## src/rtl/pc_pkg.sv

```systemverilog
// Shared types for the fetch PC generator: FSM states, next-PC sources and
// a small sizing helper used by the return-address stack.
package pc_pkg;

  typedef enum logic {
    StBoot,
    StRun
  } pc_state_e;

  typedef enum logic [2:0] {
    SrcTrap,
    SrcRedirect,
    SrcRas,
    SrcSeq,
    SrcHold
  } pc_src_e;

  // Width of an index into a table of 'depth' entries (at least 1 bit).
  function automatic int unsigned idx_width(int unsigned depth);
    return (depth <= 1) ? 1 : $clog2(depth);
  endfunction

endpackage

```

## src/rtl/pc_ras.sv

```systemverilog
// Circular return-address stack. A push onto a full stack overwrites the
// oldest entry; push together with pop on a non-empty stack replaces the top.
// clear empties the stack logically without touching the entries.
module pc_ras
  import pc_pkg::*;
#(
  parameter int unsigned XLEN      = 32,
  parameter int unsigned RAS_DEPTH = 4
) (
  input  logic            clk,
  input  logic            reset,
  input  logic            push,
  input  logic            pop,
  input  logic [XLEN-1:0] push_data,
  input  logic            clear,
  output logic [XLEN-1:0] top,
  output logic            empty,
  output logic            full
);

  localparam int unsigned PtrW = idx_width(RAS_DEPTH);
  localparam int unsigned CntW = $clog2(RAS_DEPTH + 1);

  logic [XLEN-1:0] entries_q [RAS_DEPTH];
  logic [PtrW-1:0] ptr_q, ptr_d, ptr_prev, ptr_next, wr_idx;
  logic [CntW-1:0] count_q, count_d;
  logic            replace, do_push, do_pop, do_write;

  // Pointer arithmetic, status flags and operation decode.
  always_comb begin
    ptr_prev = (ptr_q == '0) ? PtrW'(RAS_DEPTH - 1) : ptr_q - PtrW'(1);
    ptr_next = (ptr_q == PtrW'(RAS_DEPTH - 1)) ? '0 : ptr_q + PtrW'(1);
    empty    = (count_q == '0);
    full     = (count_q == CntW'(RAS_DEPTH));
    top      = entries_q[ptr_prev];
    replace  = push & pop & ~empty;
    do_push  = push & ~replace;
    do_pop   = pop & ~push & ~empty;
    do_write = (do_push | replace) & ~clear;
    wr_idx   = replace ? ptr_prev : ptr_q;
  end

  // Next pointer and occupancy count.
  always_comb begin
    ptr_d   = ptr_q;
    count_d = count_q;
    if (clear) begin
      count_d = '0;
    end else if (do_push) begin
      ptr_d   = ptr_next;
      count_d = full ? count_q : count_q + CntW'(1);
    end else if (do_pop) begin
      ptr_d   = ptr_prev;
      count_d = count_q - CntW'(1);
    end
  end

  // Pointer and count registers.
  always_ff @(posedge clk or posedge reset) begin
    if (reset) begin
      ptr_q   <= '0;
      count_q <= '0;
    end else begin
      ptr_q   <= ptr_d;
      count_q <= count_d;
    end
  end

  // Entry storage; contents are never reset, only the count is.
  always_ff @(posedge clk) begin
    if (do_write) begin
      entries_q[wr_idx] <= push_data;
    end
  end

endmodule

```

## src/rtl/pc_gen.sv

```systemverilog
// Fetch PC generator: trap > redirect > RAS return > sequential > hold.
// Optional return-address stack enabled with macro PC_GEN_RAS_EN; without it
// pred_call/pred_ret are ignored and ras_hit stays 0.
module pc_gen
  import pc_pkg::*;
#(
  parameter int unsigned     XLEN         = 32,
  parameter logic [XLEN-1:0] RESET_VECTOR = XLEN'(32'h8000_0000),
  parameter int unsigned     INST_BYTES   = 4,
  parameter int unsigned     RAS_DEPTH    = 4
) (
  input  logic            clk,
  input  logic            reset,
  input  logic            stall,
  input  logic            trap_valid,
  input  logic [XLEN-1:0] trap_pc,
  input  logic            redirect_valid,
  input  logic [XLEN-1:0] redirect_pc,
  input  logic            pred_call,
  input  logic            pred_ret,
  input  logic            req_ready,
  output logic            req_valid,
  output logic [XLEN-1:0] current_pc,
  output logic            ras_hit
);

  localparam logic [XLEN-1:0] AlignMask = ~(XLEN'(INST_BYTES - 1));

  pc_state_e       state_q, state_d;
  pc_src_e         src;
  logic [XLEN-1:0] pc_q, pc_d, pc_seq;
  logic            ras_hit_q;
  logic            handshake;
  logic            ras_take;
  logic [XLEN-1:0] ras_top;

  assign pc_seq = pc_q + XLEN'(INST_BYTES);

`ifdef PC_GEN_RAS_EN
  logic ras_empty, ras_full, ras_push, ras_pop, redirect_any;

  assign redirect_any = trap_valid | redirect_valid;
  assign ras_take     = handshake & pred_ret & ~ras_empty;
  // Redirect cycles never touch the stack; a trap also empties it.
  assign ras_push     = handshake & pred_call & ~redirect_any;
  assign ras_pop      = handshake & pred_ret & ~redirect_any;

  pc_ras #(
    .XLEN      (XLEN),
    .RAS_DEPTH (RAS_DEPTH)
  ) u_ras (
    .clk       (clk),
    .reset     (reset),
    .push      (ras_push),
    .pop       (ras_pop),
    .push_data (pc_seq),
    .clear     (trap_valid),
    .top       (ras_top),
    .empty     (ras_empty),
    .full      (ras_full)
  );

  logic unused_ras_full;
  assign unused_ras_full = ras_full;
`else
  logic unused_pred;
  assign unused_pred = pred_call ^ pred_ret;
  assign ras_take    = 1'b0;
  assign ras_top     = '0;
`endif

  // FSM next state and fetch-valid output.
  always_comb begin
    state_d   = state_q;
    req_valid = 1'b0;
    unique case (state_q)
      StBoot: state_d = StRun;
      StRun: begin
        state_d   = StRun;
        req_valid = ~stall;
      end
      default: state_d = StBoot;
    endcase
  end

  assign handshake = req_valid & req_ready;

  // Next-PC source selection by priority, then the PC mux.
  always_comb begin
    src = SrcHold;
    if (trap_valid) begin
      src = SrcTrap;
    end else if (redirect_valid) begin
      src = SrcRedirect;
    end else if (ras_take) begin
      src = SrcRas;
    end else if (handshake) begin
      src = SrcSeq;
    end

    pc_d = pc_q;
    unique case (src)
      SrcTrap:     pc_d = trap_pc & AlignMask;
      SrcRedirect: pc_d = redirect_pc & AlignMask;
      SrcRas:      pc_d = ras_top;
      SrcSeq:      pc_d = pc_seq;
      default:     pc_d = pc_q;
    endcase
  end

  // State, PC and RAS-hit registers.
  always_ff @(posedge clk or posedge reset) begin
    if (reset) begin
      state_q   <= StBoot;
      pc_q      <= RESET_VECTOR;
      ras_hit_q <= 1'b0;
    end else begin
      state_q   <= state_d;
      pc_q      <= pc_d;
      ras_hit_q <= (src == SrcRas);
    end
  end

  assign current_pc = pc_q;
  assign ras_hit    = ras_hit_q;

endmodule

```

## config.mk

```make
export PLATFORM = sky130hd
export DESIGN_NAME = pc_gen
export DESIGN_NICKNAME = d
export VERILOG_FILES = /design/src/rtl/pc_pkg.sv /design/src/rtl/pc_ras.sv /design/src/rtl/pc_gen.sv
export SDC_FILE = /design/constraint.sdc
export NUM_CORES = 1
export LEC_CHECK = 0
export ABC_AREA = 1
export ABC_CLOCK_PERIOD_IN_PS = 1800
export BUFFER_PORTS_ARGS = -buffer_cell sky130_fd_sc_hd__buf_2
export CAP_MARGIN = 20
export CORE_MARGIN = 2
export CORE_UTILIZATION = 40
export DETAILED_ROUTE_END_ITERATION = 8
export PLACE_DENSITY = 0.69
export SYNTH_ARGS = -nofsm -noshare
export SYNTH_HDL_FRONTEND = slang
export SYNTH_SLANG_ARGS = --single-unit
```

## constraint.sdc

```tcl
create_clock -name clk -period 1.8 [get_ports clk]
set_clock_uncertainty 0.2 [all_clocks]
set_input_delay 0.18 -clock clk [delete_from_list [all_inputs] [get_ports clk]]
set_output_delay 0.18 -clock clk [all_outputs]
set_load 0.005 [all_outputs]
```

==> flow_summary_export.csv <==
group,metric,value,unit
placement,dp_slack,0.0289,ns
finish,fillers,641,
clock_network,root_buffer,"clkbuf_8",
synthesis,synthSimpleGateAreaFrac,46.7,%
timing,fin_setup_tns,0,ns
timing,clock.fmax,0.582,GHz
finish,finalNetCount,630,
min_path,worstHoldPathCells,5,
timing,min_period_over_period,95.4,%
global_route,grt_start_max_net_pins,33,
power,p_leak,1.88,nW
synthesis,synth_xor_area_share,0,%
global_route,antenna_found_initial,0,
power,ir_drop,0.311,mV
job,maxCapViolCount,0,
finish,area_growth,44.1,%
timing,setup_ws,0.0823,ns
drt,drtIter0Drc,186,
drt,wl_per_cell,12.9,µm
worst_setup_path,critPathLaunchType,"flop",
floorplan,std_cell_rows,29,
timing,timing.hold.ws,0.000330,ns
timing,finalSetupViolations,0,
placement,hpwlAfterDp,5.77,mm
worst_setup_path,crit_start,"current_pc[2]$_DFFE_PP0P_",
drt,antenna_left,0,
worst_setup_path,required,1.83,ns
floorplan,die_area,7040,µm²
synthesis,synth_warnings,0,
synthesis,synth_top_family_by_area,"simple AND/OR/NAND/NOR gates",
synthesis,synth_compound_area_share,12.4,%
floorplan,core,6280,µm²
worst_setup_path,max_stage_delay,0.39,ns
drt,firstDrtPassIters,4,
clock_network,cts_tree,"done",
synthesis,ys_ff_latch,32,
finish,n_antenna_cell,0,
worst_setup_path,end_kind,"flop",
synthesis,synthAdderAreaFrac,0.490,%
worst_setup_path,worst_r2r_path_depth,10,
floorplan,ios,106,
timing,post-route-min-period,1.72,ns
drt,finalWirelength,8.16,mm
worst_setup_path,ff2ff_setup_slack,0.08,ns
synthesis,yosysTopAreaCell,"dfrtp_1",
global_route,grt_overflow_total,0,
placement,post_dp_cell_area,3210,µm²
clock_network,cts_buffers,5,
synthesis,synth_cell_types,29,
power,cellPowerDensity,595,nW/µm²
synthesis,synth_area,2550,µm²
worst_setup_path,cpMaxStageDelayCell,"dfrtp_1",
finish,design_area,3680,µm²
synthesis,ys_seq_area_share,31.4,%
clock_network,clock-sinks,32,
min_path,hold_path.class,"input port to flop",
floorplan,initial_utilization,40.7,%
drt,viasPerCell,5.03,
worst_setup_path,r2r-start,"current_pc[2]$_DFFE_PP0P_",
worst_setup_path,crit_type,"flop to flop",
placement,io_buffers,97,
synthesis,muxShareOfSynthArea,0,%
worst_setup_path,worst-path-max-fanout,5,
worst_setup_path,crit_path_end,"current_pc[18]$_DFFE_PP0P_",
run_status,status,"complete, no violations",
global_route,grt_pass1_wl,13.7,mm
floorplan,fp.dieH,83.9,µm
clock_network,htree_levels,2,
synthesis,synthCells,416,
clock_network,insertion_delay,0.29,ns
finish,drive_above_1_share,30.1,%
worst_setup_path,r2r-end,"current_pc[18]$_DFFE_PP0P_",
timing,hold_violations,0,
finish,instances_no_fill,635,
clock_network,path_clk_slew,0.07,ns
global_route,grt_pass1_vias,3033,
clock_network,clk_path_buf_depth,2,
synthesis,avgSynthCellArea,6.14,µm²
worst_setup_path,path_cells,"ha_2 > nand2_2 > nor2_4 > nand2_4 > nor2_4 > buf_4 > nand2_1 > nor2_1 > o21ai_1 > nand2_1",
timing,grt_setup_unrepaired,"true",
drt,drc,0,
placement,gp_congestion,0.878,
floorplan,dieWidth,83.9,µm
synthesis,synth.top_cell.area_share,30.4,%
worst_setup_path,critical_path_arrival,1.75,ns
global_route,grt_usage,23.6,%
placement,dp_cells,594,
timing,finalMaxSlewViolations,0,
drt,vias,3193,
synthesis,synth_area_leaders,"dfrtp_1 (30%), nand2_1 (22%), nand3_1 (8.8%)",
stage by stage:
stage / power (mW) / utilization [%]
after global routing: 2.32 / 58.6
after detailed placement: 1.52 / 51.1
final: 2.19 / 58.6
after CTS: 2.15 / 56.9
after floorplan: 1.24 / -
after global placement: 1.51 / 51.1
layout make-up:
| class | instances | area, µm² | area share, % |
|---|---|---|---|
| Timing Repair Buffer | 146 | 950 | 25.8 |
| Tap cell | 77 | 96.3 | 2.62 |
| Clock buffer | 6 | 82.6 | 2.24 |
| Clock inverter | 2 | 10.0 | 0.272 |
| Inverter | 38 | 143 | 3.88 |
| Multi-Input combinational cell | 334 | 1590 | 43.1 |
| Sequential cell | 32 | 811 | 22.0 |
power breakdown:
part	switching, mW	total [mW]	internal [mW]
logic	0.347	0.668	0.321
clock network	0.288	0.593	0.305
registers	0.122	0.928	0.806
metal layers:
metal  wire (µm)  track usage (%)  part of all wire (%)  vias up
met5           0                0                     0        -
met4         148             6.30                   1.8        0
met3         494             3.76                   6.1       16
met2        3930             40.5                    48      120
met1        3590             30.9                    44     1442
li1            -                -                     -     1615
Yosys cell counts (all sizes together):
| cell | count |
|---|---|
| inv | 38 |
| ha | 1 |
| nand3b | 2 |
| a31oi | 7 |
| nand3 | 45 |
| dfstp | 1 |
| or2 | 3 |
| o211ai | 2 |
| a32oi | 1 |
| nor2 | 64 |
| buf | 12 |
| o21ai | 10 |
| a22oi | 6 |
| conb | 2 |
| nand4 | 3 |
| a21oi | 30 |
| dfrtp | 31 |
| clkbuf | 2 |
| nand2 | 156 |
cell families (layout without fill, tap and decap cells):
logic type | after synthesis | after routing
compound gates | 56 | 56
fa+ha+maj | 1 | 1
other cells | 2 | 4
flops | 32 | 32
buf+inv | 52 | 192
simple gates | 273 | 273
state kept, by name, indices dropped and copies added, names as in the netlist:
register	flops
state_q	1
current_pc	30
ras_hit	1
how the worst min path moves through the flow:
stage                           start  slack, ns                          to
final                      trap_pc[7]     0.0003   current_pc[7]$_DFFE_PP0P_
after global routing      trap_pc[16]       0.02  current_pc[16]$_DFFE_PP0P_
after CTS                 trap_pc[11]      0.002  current_pc[11]$_DFFE_PP0P_
after detailed placement        reset        0.1  current_pc[17]$_DFFE_PP0P_
after global placement          reset        0.1   current_pc[7]$_DFFE_PP0P_
after floorplan                 reset        0.1  current_pc[10]$_DFFE_PP0P_
worst max-delay path: cells and delay by family, from the launching register on:
kind                       cells  cell delay (ns)
and+or+nand+nor                7             0.66
AOI/OAI and AO/OA              1             0.06
buffers and inverters          1             0.12
adders and majority gates      1             0.22
DFF                            1             0.39
layout by cell type (no fill, tap or decap), drive strengths merged:
master       Yosys  final
buf             12    119
o211ai           2      2
nand3           45     45
a22oi            6      6
clkbuf           2      6
nand2          156    156
conb             2      4
a31oi            7      7
clkinv           0      2
nor2            64     64
ha               1      1
a21oi           30     30
dfrtp           31     31
a32oi            1      1
dfstp            1      1
inv             38     38
dlygate4sd3      0     27
or2              3      3
nand4            3      3
o21ai           10     10
nand3b           2      2
what timing repair did:
| action | CTS | global route |
|---|---|---|
| gates resized for setup | 0 | 23 |
| setup endpoints to repair | 0 | 20 |
| buffers inserted | 0 | 6 |
| hold buffers | 27 | 0 |
| endpoints found under the hold margin | 50 | 0 |
Note: power is estimated with default switching activity, not from simulation.
